===== src/rtl/rs232_pkg.sv =====
// Shared RS232 definitions for the FPGA-side receiver and transmitter:
// bit timing at 9600 baud from 50 MHz, frame width and FSM state encodings.
package rs232_pkg;

    localparam int unsigned DIVIDER   = 5208;
    localparam int unsigned HALF_DIV  = DIVIDER / 2;
    localparam int unsigned DATA_BITS = 8;
    localparam int unsigned CNT_W     = 13;

    localparam logic [2:0] IDLE      = 3'd0;
    localparam logic [2:0] START     = 3'd1;
    localparam logic [2:0] DATA      = 3'd2;
    localparam logic [2:0] STOP      = 3'd3;
    localparam logic [2:0] WAIT_HIGH = 3'd4;

endpackage


===== src/rtl/rs232_sync2.sv =====
// Two-flop synchronizer for an asynchronous level input; both stages reset to
// a configurable value so an idle-high line never shows a false edge.
module rs232_sync2 #(
    parameter logic RST_VAL = 1'b1
) (
    input  logic i_clk,
    input  logic i_rst,
    input  logic i_d,
    output logic o_q
);

    logic r_meta;
    logic r_q;

    always_ff @(posedge i_clk) begin
        if (i_rst) begin
            r_meta <= RST_VAL;
            r_q    <= RST_VAL;
        end else begin
            r_meta <= i_d;
            r_q    <= r_meta;
        end
    end

    assign o_q = r_q;

endmodule


===== src/rtl/rs232_fpga_rx.sv =====
// 8N1 UART receiver: centre-samples each bit, holds the last good byte with a
// valid/ack handshake, pulses frame_err on a low stop bit and flags overruns.
module rs232_fpga_rx
    import rs232_pkg::*;
#(
    parameter int unsigned P_DIVIDER = DIVIDER
) (
    input  logic                 i_clk,
    input  logic                 i_rst,
    input  logic                 i_rx,
    input  logic                 i_rx_ack,
    output logic [DATA_BITS-1:0] o_rx_data,
    output logic                 o_rx_valid,
    output logic                 o_overrun,
    output logic                 o_frame_err,
    output logic                 o_busy
);

    localparam logic [CNT_W-1:0] L_DIV_LAST  = CNT_W'(P_DIVIDER - 1);
    localparam logic [CNT_W-1:0] L_HALF_LAST = CNT_W'(P_DIVIDER / 2 - 1);
    localparam logic [2:0]       L_LAST_BIT  = 3'(DATA_BITS - 1);

    logic                 w_rx_s;
    logic [2:0]           r_state;
    logic [CNT_W-1:0]     r_cnt;
    logic [2:0]           r_bit_idx;
    logic [DATA_BITS-1:0] r_shift;
    logic [DATA_BITS-1:0] r_rx_data;
    logic                 r_rx_valid;
    logic                 r_overrun;
    logic                 r_frame_err;

    rs232_sync2 #(.RST_VAL(1'b1)) u_sync (
        .i_clk (i_clk),
        .i_rst (i_rst),
        .i_d   (i_rx),
        .o_q   (w_rx_s)
    );

    always_ff @(posedge i_clk) begin
        if (i_rst) begin
            r_state     <= IDLE;
            r_cnt       <= '0;
            r_bit_idx   <= '0;
            r_shift     <= '0;
            r_rx_data   <= '0;
            r_rx_valid  <= 1'b0;
            r_overrun   <= 1'b0;
            r_frame_err <= 1'b0;
        end else begin
            r_frame_err <= 1'b0;
            if (i_rx_ack && r_rx_valid) begin
                r_rx_valid <= 1'b0;
                r_overrun  <= 1'b0;
            end
            case (r_state)
                IDLE: begin
                    r_cnt <= '0;
                    if (!w_rx_s) r_state <= START;
                end
                START: begin
                    if (r_cnt == L_HALF_LAST) begin
                        r_cnt <= '0;
                        if (!w_rx_s) begin
                            r_state   <= DATA;
                            r_bit_idx <= '0;
                        end else begin
                            r_state <= IDLE;
                        end
                    end else begin
                        r_cnt <= r_cnt + 1'b1;
                    end
                end
                DATA: begin
                    if (r_cnt == L_DIV_LAST) begin
                        r_cnt              <= '0;
                        r_shift[r_bit_idx] <= w_rx_s;
                        if (r_bit_idx == L_LAST_BIT) r_state <= STOP;
                        else                         r_bit_idx <= r_bit_idx + 3'd1;
                    end else begin
                        r_cnt <= r_cnt + 1'b1;
                    end
                end
                STOP: begin
                    if (r_cnt == L_DIV_LAST) begin
                        r_cnt <= '0;
                        if (w_rx_s) begin
                            // A load in the same cycle as an ack wins: the byte
                            // is fresh and any earlier overrun is forgiven.
                            r_state    <= IDLE;
                            r_rx_data  <= r_shift;
                            r_rx_valid <= 1'b1;
                            if (i_rx_ack && r_rx_valid) r_overrun <= 1'b0;
                            else                        r_overrun <= r_overrun | r_rx_valid;
                        end else begin
                            r_state     <= WAIT_HIGH;
                            r_frame_err <= 1'b1;
                        end
                    end else begin
                        r_cnt <= r_cnt + 1'b1;
                    end
                end
                WAIT_HIGH: begin
                    r_cnt <= '0;
                    if (w_rx_s) r_state <= IDLE;
                end
                default: begin
                    r_state <= IDLE;
                    r_cnt   <= '0;
                end
            endcase
        end
    end

    assign o_rx_data   = r_rx_data;
    assign o_rx_valid  = r_rx_valid;
    assign o_overrun   = r_overrun;
    assign o_frame_err = r_frame_err;
    assign o_busy      = (r_state != IDLE);

endmodule


===== config.mk =====
export PLATFORM = sky130hd
export DESIGN_NAME = rs232_fpga_rx
export DESIGN_NICKNAME = d
export VERILOG_FILES = /design/src/rtl/rs232_pkg.sv /design/src/rtl/rs232_sync2.sv /design/src/rtl/rs232_fpga_rx.sv
export SDC_FILE = /design/constraint.sdc
export NUM_CORES = 1
export LEC_CHECK = 0
export ABC_CLOCK_PERIOD_IN_PS = 1800
export CORE_UTILIZATION = 51
export DETAILED_ROUTE_END_ITERATION = 12
export PLACE_DENSITY = 0.82
export SYNTH_ARGS = -nofsm -noshare
export SYNTH_HDL_FRONTEND = slang
export SYNTH_SLANG_ARGS = --single-unit
export TNS_END_PERCENT = 50

===== constraint.sdc =====
create_clock -name i_clk -period 1.8 [get_ports i_clk]
set_input_delay 0.36 -clock i_clk [delete_from_list [all_inputs] [get_ports i_clk]]
set_output_delay 0.36 -clock i_clk [all_outputs]
set_load 0.05 [all_outputs]

# [Word-level counts from Yosys, hierarchy flattened]
# Cells that the tools add are included.
[word_totals] regBits=40 output_inout_bits=12
[classes] n_eq_ne=15 reduce_logical=11 magnitude_cmp=2 n_addsub=2 n_bitwise=3 mux=30
[op_table] op="$mux W3" n=11
[op_table] op="$mux W13" n=2
[op_table] op="$pmux W13 S2" n=1
[op_table] op="$pmux W3 S5" n=1
[op_table] op="$ne A2 B2 Y1 const B" n=7
[op_table] op="$add A13 B1 Y13 const B" n=1
[op_table] op="$eq A13 B12 Y1 const B" n=1
[op_table] op="$eq A13 B13 Y1 const B" n=1
[op_table] op="$mux W1" n=11
[op_table] op="$bwmux W8" n=1
[op_table] op="$eq A3 B2 Y1 const B" n=2
[op_table] op="$eq A3 B3 Y1 const B" n=2
[op_table] op="$pmux W3 S2" n=1
[op_table] op="$reduce_and A6 Y1" n=1
[op_table] op="$reduce_and A5 Y1" n=1
[op_table] op="$lt A3 B4 Y1 const B" n=1
[op_table] op="$add A3 B1 Y3 const B" n=1
[op_table] op="$demux W1 S3" n=1
[op_table] op="$eq A3 B1 Y1 const B" n=1
[op_table] op="$ge A3 B1 Y1 const B" n=1
[op_table] op="$logic_not A3 Y1" n=1
[op_table] op="$reduce_and A3 Y1" n=1
[op_table] op="$reduce_bool A3 Y1" n=1
[op_table] op="$reduce_or A3 Y1" n=1
[op_table] op="8 further kinds" n=10

# [Depth between registers and ports, before layout]
# Gate-level depths: netlist (run 1).
[depth] word_depth=5 ltp_mapped=7 depth_no_buf=6

# [Modules after synthesis]
# From an unflattened synthesis (run 1), not the netlist that was laid out.
[unflattened] cells_unflattened=197 hier_area_um2=1856.8
[modules_own_cells] module="rs232_fpga_rx" seq_area_each_um2=760.7 area_each_um2=1804.2 cells_per_inst=193 n_inst=1
[modules_own_cells] module="rs232_sync2" seq_area_each_um2=40.0 area_each_um2=52.6 cells_per_inst=4 n_inst=1

# [Worst setup path after synthesis (run 1)]
# No wires, ideal clock.
[synth_timing] kind="register to register" from="register r_cnt[0]" to="register r_bit_idx[1]" synth_period_minus_slack_ns=1.981 arrival_time_ns=1.911 setup_time_ns=0.070 path_buffers=0 slack_ns=-0.181 stages_incl_launch_ff=7 required_ns=1.730 cell_sequence="dfxtp_1 ha_1 nor3b_4 nand4_1 o21ba_2 or4b_1 a21oi_1"
[synth_via] elab_chain_len=3
[synth_lines] element="from (decl)" line_no="rs232_fpga_rx.sv:25" text="logic [CNT_W-1:0] r_cnt;"
[synth_lines] element="from (signal assigned)" line_no="rs232_fpga_rx.sv:71" text="r_cnt <= r_cnt + 1'b1;"
[synth_lines] element="from (signal assigned)" line_no="rs232_fpga_rx.sv:81" text="r_cnt <= r_cnt + 1'b1;"
[synth_lines] element="from (signal assigned)" line_no="rs232_fpga_rx.sv:100" text="r_cnt <= r_cnt + 1'b1;"
[synth_lines] element="$eq A13 B13 Y1 / $eq A13 B12 Y1 (equally long branches)" line_no="rs232_fpga_rx.sv:75, rs232_fpga_rx.sv:62"
[synth_lines] element="$ne A2 B2 Y1 (no line)"
[synth_lines] element="$reduce_and A5 Y1 (no line) (*)"
[synth_lines] element="to (signal assigned)" line_no="rs232_fpga_rx.sv:79" text="else r_bit_idx <= r_bit_idx + 3'd1;"
[synth_lines] element="to (decl)" line_no="rs232_fpga_rx.sv:26" text="logic [2:0] r_bit_idx;"
# Mark *: on every way between the ends. The rest lies on a longest branch, timed or not.
# A chain may end at the register's enable or synchronous reset.

# [Worst setup path in the final report (run 1)]
[layout_timing] from="register r_cnt[1]" to="register r_bit_idx[0]"
# The elaborated chain is that of the path after synthesis.

==> impl_table.tex, run 1 <==
\begin{tabular}{lr}
\hline
Metric & Value \\
\hline
\multicolumn{2}{l}{\textbf{Place}} \\
\quad Port Buffer Count & 15 \\
\quad Post-DP HPWL & 2680 um \\
\quad Global placer's final weighted congestion & 0.791 \\
\multicolumn{2}{l}{\textbf{Worst setup path}} \\
\quad Top cell family by delay on the critical path & simple AND/OR/NAND/NOR gates \\
\quad End of the worst register-to-register path & r\_bit\_idx[0] \\
\quad Largest driver fanout on the critical path & 6 \\
\quad Cell Chain, Critical Path & ha\_4 > nor3b\_4 > nand4\_1 > o21ba\_4 > or4\_4 > a21oi\_1 \\
\quad Critical Path Source Type & flip-flop \\
\quad Logic depth of the worst register-to-register path & 6 \\
\quad Data required time of the worst path & 2.09 ns \\
\quad Critical path class & flip-flop to flip-flop \\
\quad Worst R2R Setup Slack & -0.16 ns \\
\quad Critical Path End Type & flip-flop \\
\quad Source of the worst register-to-register timing path & r\_cnt[1] \\
\quad Critical path's largest stage delay & 0.51 ns \\
\quad Critical path buffers and inverters & 0 \\
\quad CP max-delay cell & sky130\_fd\_sc\_hd\_\_or4\_4 \\
\quad Data arrival time of the worst path & 2.26 ns \\
\multicolumn{2}{l}{\textbf{Synth}} \\
\quad Syn Nets & 203 \\
\quad Proportion of synthesized chip area in sequential cells & 43.3\% \\
\quad Yosys warns & 0 \\
\quad Synth area leader & sky130\_fd\_sc\_hd\_\_dfxtp\_1 \\
\quad Most used standard cell by instance count after synthesis & sky130\_fd\_sc\_hd\_\_dfxtp\_1 \\
\quad Yosys reg bits & 40 \\
\quad Fraction of registers with async set/reset & 0\% \\
\quad Number of flops mapped to enable cells by yosys & 0 \\
\quad Average cell area after synthesis & 9.44 um2 \\
\quad Largest cells by area after synthesis & sky130\_fd\_sc\_hd\_\_dfxtp\_1 (43\%), sky130\_fd\_sc\_hd\_\_mux2i\_1 (9.2\%), sky130\_fd\_sc\_hd\_\_nor2\_1 (7.3\%), sky130\_fd\_sc\_hd\_\_xor2\_1 (4.3\%), sky130\_fd\_sc\_hd\_\_nor4\_1 (3.0\%) \\
\quad Top-area cell type share of the netlist area & 43.3\% \\
\quad Synth Instances & 196 \\
\quad Area of the mapped netlist & 1850 um2 \\
\quad Distinct cells, synth & 46 \\
\quad Most frequently used flop master after synthesis & sky130\_fd\_sc\_hd\_\_dfxtp\_1 \\
\quad Top cells by count, synth & sky130\_fd\_sc\_hd\_\_dfxtp\_1 (40), sky130\_fd\_sc\_hd\_\_nor2\_1 (36), sky130\_fd\_sc\_hd\_\_mux2i\_1 (17) \\
\multicolumn{2}{l}{\textbf{Outcome}} \\
\quad Violations in the final reports & negative setup slack \\
\quad Outcome & complete, but fails checks \\
\multicolumn{2}{l}{\textbf{Layout}} \\
\quad Number of diodes & 0 \\
\quad Share of final-layout standard cells stronger than drive strength 1 & 33.5\% \\
\quad Area delta synth->final & 33.2\% \\
\quad Final Net Count & 245 \\
\quad Combined area of the multi-input logic cells & 1130 um2 \\
\quad Seq. cell area & 811 um2 \\
\quad Number of filler cells placed in the layout & 228 \\
\multicolumn{2}{l}{\textbf{STA}} \\
\quad Min cycle time layout & 1.96 ns \\
\quad Final worst-path setup slack & -0.163 ns \\
\quad Headroom to the max-slew limit & 70.0\% \\
\quad Setup violation total in the final timing report & 12 \\
\quad Crit share post-route & 109\% \\
\quad Sum of negative setup slack & -0.546 ns \\
\quad Setup repair after global routing missed its margin & true \\
\quad Fmax achieved & 510 MHz \\
\quad Slew at the pin closest to its max-slew limit & 0.451 ns \\
\quad Number of hold violations in the final report & 0 \\
\quad Fin. max-slew vios & 0 \\
\quad Fin Clk Skew & 0.0254 ns \\
\multicolumn{2}{l}{\textbf{Floorplanning}} \\
\quad Starting density of the core & 54.2\% \\
\quad \# rows & 21 \\
\quad Die width & 62.2 um \\
\quad DIE AREA & 3870 um2 \\
\quad IO Count & 16 \\
\quad Placeable Area & 3420 um2 \\
\quad Die span in y & 62.2 um \\
\multicolumn{2}{l}{\textbf{Power}} \\
\quad Internal portion of total power & 1.28 mW \\
\quad Clk pwr share & 41.7\% \\
\quad Fraction of power spent switching nets & 21.0\% \\
\quad Sequential Power Share & 55.2\% \\
\quad Total leakage power & 0.937 nW \\
\quad Final Total Pwr & 1.62 mW \\
\quad P\_sw & 0.340 mW \\
\quad Worst-case vdd ir drop & 0.492 mV \\
\quad Power density over the cells & 656 nW/um2 \\
\quad Comb power frac & 3.1\% \\
\multicolumn{2}{l}{\textbf{Detailed routing}} \\
\quad Detail Route Antenna Nets & 0 \\
\quad Mean number of vias per cell & 5.65 \\
\quad Number of remaining DRC errors & 0 \\
\quad Mean routed wirelength per cell & 15.7 um \\
\quad Initial detailed-routing violation count & 54 \\
\quad TritonRoute pass-1 iters & 4 \\
\quad Overall via count from detail\_route & 1610 \\
\quad Total Routed Length & 4470 um \\
\multicolumn{2}{l}{\textbf{Global routing}} \\
\quad Grt ovf & 0 \\
\quad Number of antenna violations at the first check in global routing & 0 \\
\quad All-Layer GR Usage & 21.5\% \\
\quad First-pass GRT wire length & 6610 um \\
\quad Via count of the first global-routing pass & 1449 \\
\quad Pin count of the biggest net entering global routing & 14 \\
\multicolumn{2}{l}{\textbf{Clocking}} \\
\quad Clock transition at the registers of the reported paths & 0.14 ns \\
\quad Number of CTS-inserted buffers & 5 \\
\quad Maximum level of the CTS H-tree & 2 \\
\quad Num Clock Sinks & 40 \\
\quad Clock insertion delay at the later pin of the skew report & 0.36 ns \\
\quad Cell at the root of the clock tree & sky130\_fd\_sc\_hd\_\_clkbuf\_4 \\
\quad Post-CTS Hold Buffers & 0 \\
\quad Maximum clock insertion buffer count & 2 \\
\quad TritonCTS clock tree & done \\
\multicolumn{2}{l}{\textbf{Min path}} \\
\quad Hold Path Cell Cnt & 1 \\
\quad Hold Startpoint & u\_sync.r\_meta \\
\quad End of the worst hold path & u\_sync.o\_q \\
\quad Hold crit path type & flip-flop to flip-flop \\
\multicolumn{2}{l}{\textbf{Run}} \\
\quad Total of max-cap violations & 0 \\
\hline
\end{tabular}
flip-flops by register name, summed over array words and instances, names as in the netlist, named ones only:
name / count
o_frame_err: 1
o_rx_data: 8
o_rx_valid: 1
r_bit_idx: 3
r_cnt: 13
r_shift: 8
r_state: 3
u_sync.o_q: 1
u_sync.r_meta: 1
power groups by stage:
stage	clock network (mW)	logic [mW]	registers, mW
after floorplan	0	0.0341	0.911
after global routing	0.715	0.0548	0.894
after CTS	0.675	0.0492	0.892
after detailed placement	0	0.0477	0.914
after global placement	0	0.0461	0.913
final	0.674	0.0504	0.893
layer usage:
layer | part of all wire, % | global-route usage (%)
met1 | 44 | 28.3
met2 | 50 | 34.3
met3 | 3.9 | 3.86
met4 | 2.1 | 9.88
met5 | 0 | 0
worst max-delay path by stage:
| stage | start | endpoint | slack, ns | cells past startpoint |
|---|---|---|---|---|
| finish | r_cnt[1] | r_bit_idx[0] | -0.16 | 6 |
| global route | r_cnt[1] | r_bit_idx[0] | -0.20 | 6 |
| CTS | r_cnt[1] | r_bit_idx[1] | -0.10 | 6 |
| floorplan | r_cnt[1] | r_bit_idx[2] | -0.03 | 6 |
| global placement | r_cnt[1] | r_bit_idx[1] | -0.03 | 6 |
| detailed placement | r_cnt[1] | r_bit_idx[1] | -0.11 | 6 |
per-stage QoR:
| stage | hold slack (ns) | utilization, % | instances | setup WS [ns] | cell area (um2) |
|---|---|---|---|---|---|
| 5_1_grt | 0.451 | 72.2 | 285 | -0.198 | 2460 |
| 3_3_place_gp | 0.393 | 63.2 | 271 | -0.0344 | 2160 |
| 6_report | 0.419 | 72.2 | 285 | -0.163 | 2460 |
| 2_1_floorplan | 0.389 | - | 196 | -0.0348 | 1880 |
| 4_1_cts | 0.419 | 67.2 | 279 | -0.104 | 2300 |
| 3_5_place_dp | 0.392 | 63.2 | 271 | -0.114 | 2160 |
cell families (layout without fill, tap and decap cells):
group	after synthesis	count (layout)	synth area share (%)
AND/OR/NAND/NOR	92	92	28.1
AO/OA/AOI/OAI	19	19	6.76
multiplexers	17	17	9.20
adder cells (fa/ha/maj)	3	3	2.03
XOR/XNOR	11	11	5.21
flip-flops	40	40	43.3
buffers and inverters	14	57	5.41
layout make-up:
cell class,instances,area share [%]
multi-input cells,142,45.8
clock inverters,1,1.22
well taps,46,2.34
flip-flops and latches,40,32.9
clock buffers,7,2.64
repair buffers,46,14.7
inverters,3,0.457
cells in the final DEF, fill, tap and decap left out, types with 3 or more instances in the layout:
| cell type | count |
|---|---|
| sky130_fd_sc_hd__a21oi_1 | 7 |
| sky130_fd_sc_hd__and3_1 | 3 |
| sky130_fd_sc_hd__buf_4 | 38 |
| sky130_fd_sc_hd__buf_6 | 3 |
| sky130_fd_sc_hd__clkbuf_4 | 6 |
| sky130_fd_sc_hd__clkdlybuf4s50_1 | 3 |
| sky130_fd_sc_hd__dfxtp_1 | 36 |
| sky130_fd_sc_hd__inv_1 | 3 |
| sky130_fd_sc_hd__mux2i_1 | 17 |
| sky130_fd_sc_hd__nand2_1 | 7 |
| sky130_fd_sc_hd__nand3_1 | 5 |
| sky130_fd_sc_hd__nand4_1 | 6 |
| sky130_fd_sc_hd__nor2_1 | 36 |
| sky130_fd_sc_hd__nor4_4 | 8 |
| sky130_fd_sc_hd__o21ai_0 | 3 |
| sky130_fd_sc_hd__or2_2 | 3 |
| sky130_fd_sc_hd__xor2_1 | 9 |
what timing repair did:
| item | in CTS | in global routing |
|---|---|---|
| buffers inserted | 0 | 4 |
| endpoints found under the hold margin | 0 | 0 |
| setup endpoints to repair | 21 | 23 |
| pin swaps | 2 | 9 |
| resized for setup | 9 | 23 |
| gates cloned | 0 | 2 |
No activity file was read; power rests on OpenSTA's default activity.
==> run 2: changes to the inputs <==
SETUP_SLACK_MARGIN = 0.15   (was not set)
SKIP_CTS_REPAIR_TIMING = 1   (was not set)
==> run 2 against run 1 <==
- the flow still finishes with violations (negative setup slack)
- critical path type unchanged
- via count down 8.5%
- sequential power about the same
- die area unchanged
- clock power down 33%
- clock skew down 0.011 ns
- flip-flop and latch count unchanged
- maximum frequency up 1.5%
==> impl_table.tex, run 2 (synthesis gave the netlist of run 1 again) <==
\begin{tabular}{lr}
\hline
Metric & Value \\
\hline
\multicolumn{2}{l}{\textbf{Global routing}} \\
\quad All-Layer GR Usage & 20.4\% \\
\quad Via count of the first global-routing pass & 1370 \\
\quad Grt ovf & 0 \\
\quad Number of antenna violations at the first check in global routing & 0 \\
\quad Pin count of the biggest net entering global routing & 19 \\
\quad First-pass GRT wire length & 6210 um \\
\multicolumn{2}{l}{\textbf{Layout}} \\
\quad Final Util & 68.4\% \\
\quad Commonest non-fill, non-tap cells in the layout & sky130\_fd\_sc\_hd\_\_dfxtp\_1 (37), sky130\_fd\_sc\_hd\_\_buf\_4 (34), sky130\_fd\_sc\_hd\_\_nor2\_1 (30), sky130\_fd\_sc\_hd\_\_mux2i\_1 (17), sky130\_fd\_sc\_hd\_\_xor2\_1 (9) \\
\quad Final Net Count & 239 \\
\quad Flip-flop count of the largest register after layout & 13 \\
\quad Leading cell type in the layout, fill and taps excluded & sky130\_fd\_sc\_hd\_\_dfxtp\_1 \\
\quad Top reg by flops & r\_cnt \\
\quad Share of final-layout standard cells stronger than drive strength 1 & 31.3\% \\
\quad Cell Count, Final, Fillers Out & 279 \\
\quad Area delta synth->final & 26.3\% \\
\quad Number of filler cells placed in the layout & 273 \\
\quad Number of diodes & 0 \\
\quad Final design area excluding fillers & 2340 um2 \\
\multicolumn{2}{l}{\textbf{STA}} \\
\quad Slew at the pin closest to its max-slew limit & 0.380 ns \\
\quad Crit share post-route & 107\% \\
\quad Setup repair after global routing missed its margin & true \\
\quad Setup violation total in the final timing report & 15 \\
\quad Fin. max-slew vios & 0 \\
\quad Fin Clk Skew & 0.0144 ns \\
\quad Headroom to the max-slew limit & 74.5\% \\
\quad Min cycle time layout & 1.93 ns \\
\quad Number of hold violations in the final report & 0 \\
\quad Fmax achieved & 517 MHz \\
\quad Final worst-path setup slack & -0.133 ns \\
\quad Worst hold margin & 0.433 ns \\
\multicolumn{2}{l}{\textbf{Detailed routing}} \\
\quad Detail Route Antenna Nets & 0 \\
\quad Overall via count from detail\_route & 1473 \\
\quad Sum of routed wire segments on met1 & 1800 um \\
\quad TritonRoute pass-1 iters & 4 \\
\quad Top layer reached by signal wires & met4 \\
\quad Initial detailed-routing violation count & 83 \\
\quad Detailed-routed wire length on met2 & 1610 um \\
\quad Mean routed wirelength per cell & 13.0 um \\
\quad Total Routed Length & 3630 um \\
\quad Wire length on met3 & 151 um \\
\quad Mean number of vias per cell & 5.28 \\
\quad Number of remaining DRC errors & 0 \\
\multicolumn{2}{l}{\textbf{Floorplanning}} \\
\quad \# rows & 21 \\
\quad Starting density of the core & 54.2\% \\
\quad IO Count & 16 \\
\quad Die span in y & 62.2 um \\
\quad DIE AREA & 3870 um2 \\
\quad Die width & 62.2 um \\
\quad Placeable Area & 3420 um2 \\
\multicolumn{2}{l}{\textbf{Place}} \\
\quad Number of placed cells counting well taps & 269 \\
\quad Post-DP HPWL & 2570 um \\
\quad Pre-CTS setup slack & -0.0945 ns \\
\quad Global placer's final weighted congestion & 0.787 \\
\quad Instance area at placement & 2200 um2 \\
\quad Port Buffer Count & 15 \\
\multicolumn{2}{l}{\textbf{Run}} \\
\quad Total of max-cap violations & 0 \\
\multicolumn{2}{l}{\textbf{Worst setup path}} \\
\quad Data required time of the worst path & 2.09 ns \\
\quad Critical path class & flip-flop to flip-flop \\
\quad Largest driver fanout on the critical path & 6 \\
\quad Critical Path End Type & flip-flop \\
\quad Critical Path Source Type & flip-flop \\
\quad Data arrival time of the worst path & 2.23 ns \\
\multicolumn{2}{l}{\textbf{Clocking}} \\
\quad Cell at the root of the clock tree & sky130\_fd\_sc\_hd\_\_clkbuf\_4 \\
\quad Clock insertion delay at the later pin of the skew report & 0.36 ns \\
\quad TritonCTS clock tree & done \\
\quad Maximum clock insertion buffer count & 2 \\
\quad Maximum level of the CTS H-tree & 2 \\
\quad Num Clock Sinks & 40 \\
\quad Clock transition at the registers of the reported paths & 0.12 ns \\
\quad Number of CTS-inserted buffers & 5 \\
\multicolumn{2}{l}{\textbf{Outcome}} \\
\quad Violations in the final reports & negative setup slack \\
\quad Outcome & complete, but fails checks \\
\multicolumn{2}{l}{\textbf{Power}} \\
\quad Power density over the cells & 597 nW/um2 \\
\quad Worst-case vdd ir drop & 0.579 mV \\
\quad Total leakage power & 0.864 nW \\
\multicolumn{2}{l}{\textbf{Min path}} \\
\quad Hold crit path type & flip-flop to flip-flop \\
\hline
\end{tabular}
==> run 2: power by group <==
| group | switching (mW) | internal (mW) | total (mW) |
|---|---|---|---|
| sequential | 0.00647 | 0.888 | 0.894 |
| clock | 0.299 | 0.151 | 0.450 |
| combinational | 0.0296 | 0.0222 | 0.0518 |
| total | 0.336 | 1.06 | 1.40 |
==> run 2: path summary, 6_finish.rpt <==
check,startpoint,end,slack [ns],depth (start not counted)
worst max-delay path,r_cnt[1],r_bit_idx[1],-0.13,6
worst min-delay path,u_sync.r_meta,u_sync.o_q,0.43,1
worst max register to register,r_cnt[1],r_bit_idx[1],-0.13,6
worst min register to register,u_sync.r_meta,u_sync.o_q,0.43,1
==> run 2: per-layer routing <==
layer  global-route usage [%]  up-vias
met2                     30.1       25
met4                     10.5        0
li1                         -      765
met5                        0        -
met1                     26.8      677
met3                     6.07        6
==> run 2: per-stage QoR <==
step / TNS [ns] / total power [mW]
CTS: -0.495 / 1.40
floorplan: -0.135 / 0.945
finish: -0.684 / 1.40
global route: -3.78 / 1.46
detailed placement: -0.289 / 0.961
global placement: -0.129 / 0.960
==> run 2: final cells by class <==
class	count	area, um2	share of cell area (%)
multi-input cells	142	1090	46.6
flip-flops and latches	40	807	34.5
repair buffers	40	319	13.7
well taps	46	57.6	2.46
clock buffers	6	41.3	1.77
clock inverters	2	12.5	0.535
inverters	3	11.3	0.482
==> run 2: worst max-delay path, stage by stage (launching register included) <==
cell and delay (ns):
sky130_fd_sc_hd__dfxtp_2 0.38, sky130_fd_sc_hd__ha_4 0.13, sky130_fd_sc_hd__nor3b_4 0.25, sky130_fd_sc_hd__a41oi_2 0.15, sky130_fd_sc_hd__o31a_1 0.35, sky130_fd_sc_hd__or4b_1 0.48, sky130_fd_sc_hd__a21oi_1 0.12
==> run 3: changes to the inputs <==
REMOVE_ABC_BUFFERS = 1   (was not set)
==> run 3 against run 2 <==
- clock skew rose by 0.00073 ns
- maximum frequency fell by 8.5%
- highest routed layer unchanged
- hold slack got worse by 0.0050 ns
- via count rose by 14%
- first-iteration DRC count rose by 86%
- combinational power rose by 5.0%
- count of clock-buffer cells in the layout fell by 1
- core utilization rose by 6.2 points
- the run still ends with negative setup slack left
- setup slack got worse by 0.18 ns
==> impl_table.tex, run 3 (synthesis gave the netlist of run 1 again) <==
\begin{tabular}{lr}
\hline
Metric & Value \\
\hline
\multicolumn{2}{l}{\textbf{Worst setup path}} \\
\quad Critical Path Source Type & flip-flop \\
\quad Critical path's largest stage delay & 0.58 ns \\
\quad Data arrival time of the worst path & 2.40 ns \\
\quad CP max-delay cell & sky130\_fd\_sc\_hd\_\_or4b\_1 \\
\quad Critical path buffers and inverters & 0 \\
\quad Critical Path End Type & flip-flop \\
\quad Largest driver fanout on the critical path & 5 \\
\quad Cell Chain, Critical Path & ha\_4 > nor3b\_4 > a41oi\_2 > o31a\_1 > or4b\_1 > a21oi\_1 \\
\quad Top cell family by delay on the critical path & simple AND/OR/NAND/NOR gates \\
\quad Critical path class & flip-flop to flip-flop \\
\quad Data required time of the worst path & 2.09 ns \\
\multicolumn{2}{l}{\textbf{Layout}} \\
\quad Combined area of the multi-input logic cells & 1170 um2 \\
\quad Number of diodes & 0 \\
\quad Leading cell type in the layout, fill and taps excluded & sky130\_fd\_sc\_hd\_\_buf\_4 \\
\quad Share of final-layout standard cells stronger than drive strength 1 & 39.4\% \\
\quad Seq. cell area & 806 um2 \\
\quad Commonest non-fill, non-tap cells in the layout & sky130\_fd\_sc\_hd\_\_buf\_4 (40), sky130\_fd\_sc\_hd\_\_dfxtp\_1 (36), sky130\_fd\_sc\_hd\_\_nor2\_1 (28), sky130\_fd\_sc\_hd\_\_mux2i\_1 (17), sky130\_fd\_sc\_hd\_\_buf\_6 (10) \\
\quad Final Net Count & 252 \\
\quad Flip-flop count of the largest register after layout & 13 \\
\quad Area delta synth->final & 37.8\% \\
\quad Top reg by flops & r\_cnt \\
\quad Number of filler cells placed in the layout & 217 \\
\multicolumn{2}{l}{\textbf{Power}} \\
\quad Sequential Power Share & 63.0\% \\
\quad P\_sw & 0.357 mW \\
\quad Comb power frac & 3.8\% \\
\quad Internal portion of total power & 1.07 mW \\
\quad Power density over the cells & 558 nW/um2 \\
\quad Final Total Pwr & 1.42 mW \\
\quad Total leakage power & 0.940 nW \\
\quad Fraction of power spent switching nets & 25.1\% \\
\quad Clk pwr share & 33.2\% \\
\quad Worst-case vdd ir drop & 0.536 mV \\
\multicolumn{2}{l}{\textbf{STA}} \\
\quad Crit share post-route & 117\% \\
\quad Setup repair after global routing missed its margin & true \\
\quad Setup violation total in the final timing report & 32 \\
\quad Fin. max-slew vios & 0 \\
\quad Fmax achieved & 473 MHz \\
\quad Slew at the pin closest to its max-slew limit & 0.488 ns \\
\quad Fin Clk Skew & 0.0151 ns \\
\quad Final worst-path setup slack & -0.313 ns \\
\quad Sum of negative setup slack & -2.98 ns \\
\quad Min cycle time layout & 2.11 ns \\
\quad Number of hold violations in the final report & 0 \\
\quad Headroom to the max-slew limit & 67.5\% \\
\multicolumn{2}{l}{\textbf{Clocking}} \\
\quad Num Clock Sinks & 40 \\
\quad Number of CTS-inserted buffers & 5 \\
\quad Cell at the root of the clock tree & sky130\_fd\_sc\_hd\_\_clkbuf\_4 \\
\quad Clock insertion delay at the later pin of the skew report & 0.36 ns \\
\quad Maximum level of the CTS H-tree & 2 \\
\quad Clock transition at the registers of the reported paths & 0.13 ns \\
\quad Maximum clock insertion buffer count & 2 \\
\quad TritonCTS clock tree & done \\
\multicolumn{2}{l}{\textbf{Detailed routing}} \\
\quad TritonRoute pass-1 iters & 4 \\
\quad Initial detailed-routing violation count & 154 \\
\quad Mean routed wirelength per cell & 17.1 um \\
\quad Mean number of vias per cell & 5.75 \\
\quad Total Routed Length & 5000 um \\
\quad Overall via count from detail\_route & 1679 \\
\quad Number of remaining DRC errors & 0 \\
\quad Detail Route Antenna Nets & 0 \\
\multicolumn{2}{l}{\textbf{Floorplanning}} \\
\quad Die span in y & 62.2 um \\
\quad Placeable Area & 3420 um2 \\
\quad Die width & 62.2 um \\
\quad \# rows & 21 \\
\quad IO Count & 16 \\
\quad Starting density of the core & 54.2\% \\
\quad DIE AREA & 3870 um2 \\
\multicolumn{2}{l}{\textbf{Place}} \\
\quad Port Buffer Count & 15 \\
\quad Post-DP HPWL & 2690 um \\
\quad Pre-CTS setup slack & -0.132 ns \\
\quad Global placer's final weighted congestion & 0.808 \\
\multicolumn{2}{l}{\textbf{Global routing}} \\
\quad Pin count of the biggest net entering global routing & 17 \\
\quad Number of antenna violations at the first check in global routing & 0 \\
\quad Grt ovf & 0 \\
\quad Via count of the first global-routing pass & 1426 \\
\quad All-Layer GR Usage & 20.8\% \\
\quad First-pass GRT wire length & 6420 um \\
\multicolumn{2}{l}{\textbf{Outcome}} \\
\quad Violations in the final reports & negative setup slack \\
\quad Outcome & complete, but fails checks \\
\multicolumn{2}{l}{\textbf{Run}} \\
\quad Total of max-cap violations & 0 \\
\multicolumn{2}{l}{\textbf{Min path}} \\
\quad Hold crit path type & flip-flop to flip-flop \\
\hline
\end{tabular}
## run 3: changes by cell type in the layout (fill, tap and decap cells not counted), sizes merged
cell / delta
clkinvlp: +1
buf: +13
clkbuf: -1
## run 3: metrics by stage
stage	hold WS (ns)	cell area [um2]	util, %	std cells
6_report	0.428	2550	74.7	292
3_3_place_gp	0.393	2130	62.5	272
2_1_floorplan	0.389	1760	-	185
3_5_place_dp	0.397	2130	62.5	272
5_1_grt	0.447	2550	74.7	292
4_1_cts	0.416	2200	64.3	280
## run 3: area by class of cell
class	instances	area share, %
Multi-Input combinational cell	142	45.9
Sequential cell	40	31.6
Timing Repair Buffer	53	17.4
Tap cell	46	2.26
Clock buffer	5	1.47
Clock inverter	3	0.932
Inverter	3	0.442
## run 3: final timing paths
| kind | start | end | slack [ns] | cells past startpoint |
|---|---|---|---|---|
| worst max-delay path | r_cnt[0] | r_bit_idx[2] | -0.31 | 6 |
| worst min-delay path | u_sync.r_meta | u_sync.o_q | 0.43 | 1 |
| worst max register to register | r_cnt[0] | r_bit_idx[2] | -0.31 | 6 |
| worst min register to register | u_sync.r_meta | u_sync.o_q | 0.43 | 1 |
## run 3: power groups by stage
stage	logic, mW	registers (mW)	clock network, mW
3_3_place_gp	0.0455	0.915	0
3_5_place_dp	0.0459	0.915	0
6_report	0.0544	0.897	0.472
4_1_cts	0.0460	0.895	0.470
2_1_floorplan	0.0161	0.915	0
5_1_grt	0.0580	0.898	0.507
## run 3: metal layers
| metal | up-vias | track usage (%) | part of all wire, % |
|---|---|---|---|
| li1 | 792 | - | - |
| met1 | 799 | 26.5 | 42 |
| met2 | 69 | 34.3 | 49 |
| met3 | 19 | 6.25 | 5.7 |
| met4 | 0 | 5.23 | 3.7 |
| met5 | - | 0 | 0 |
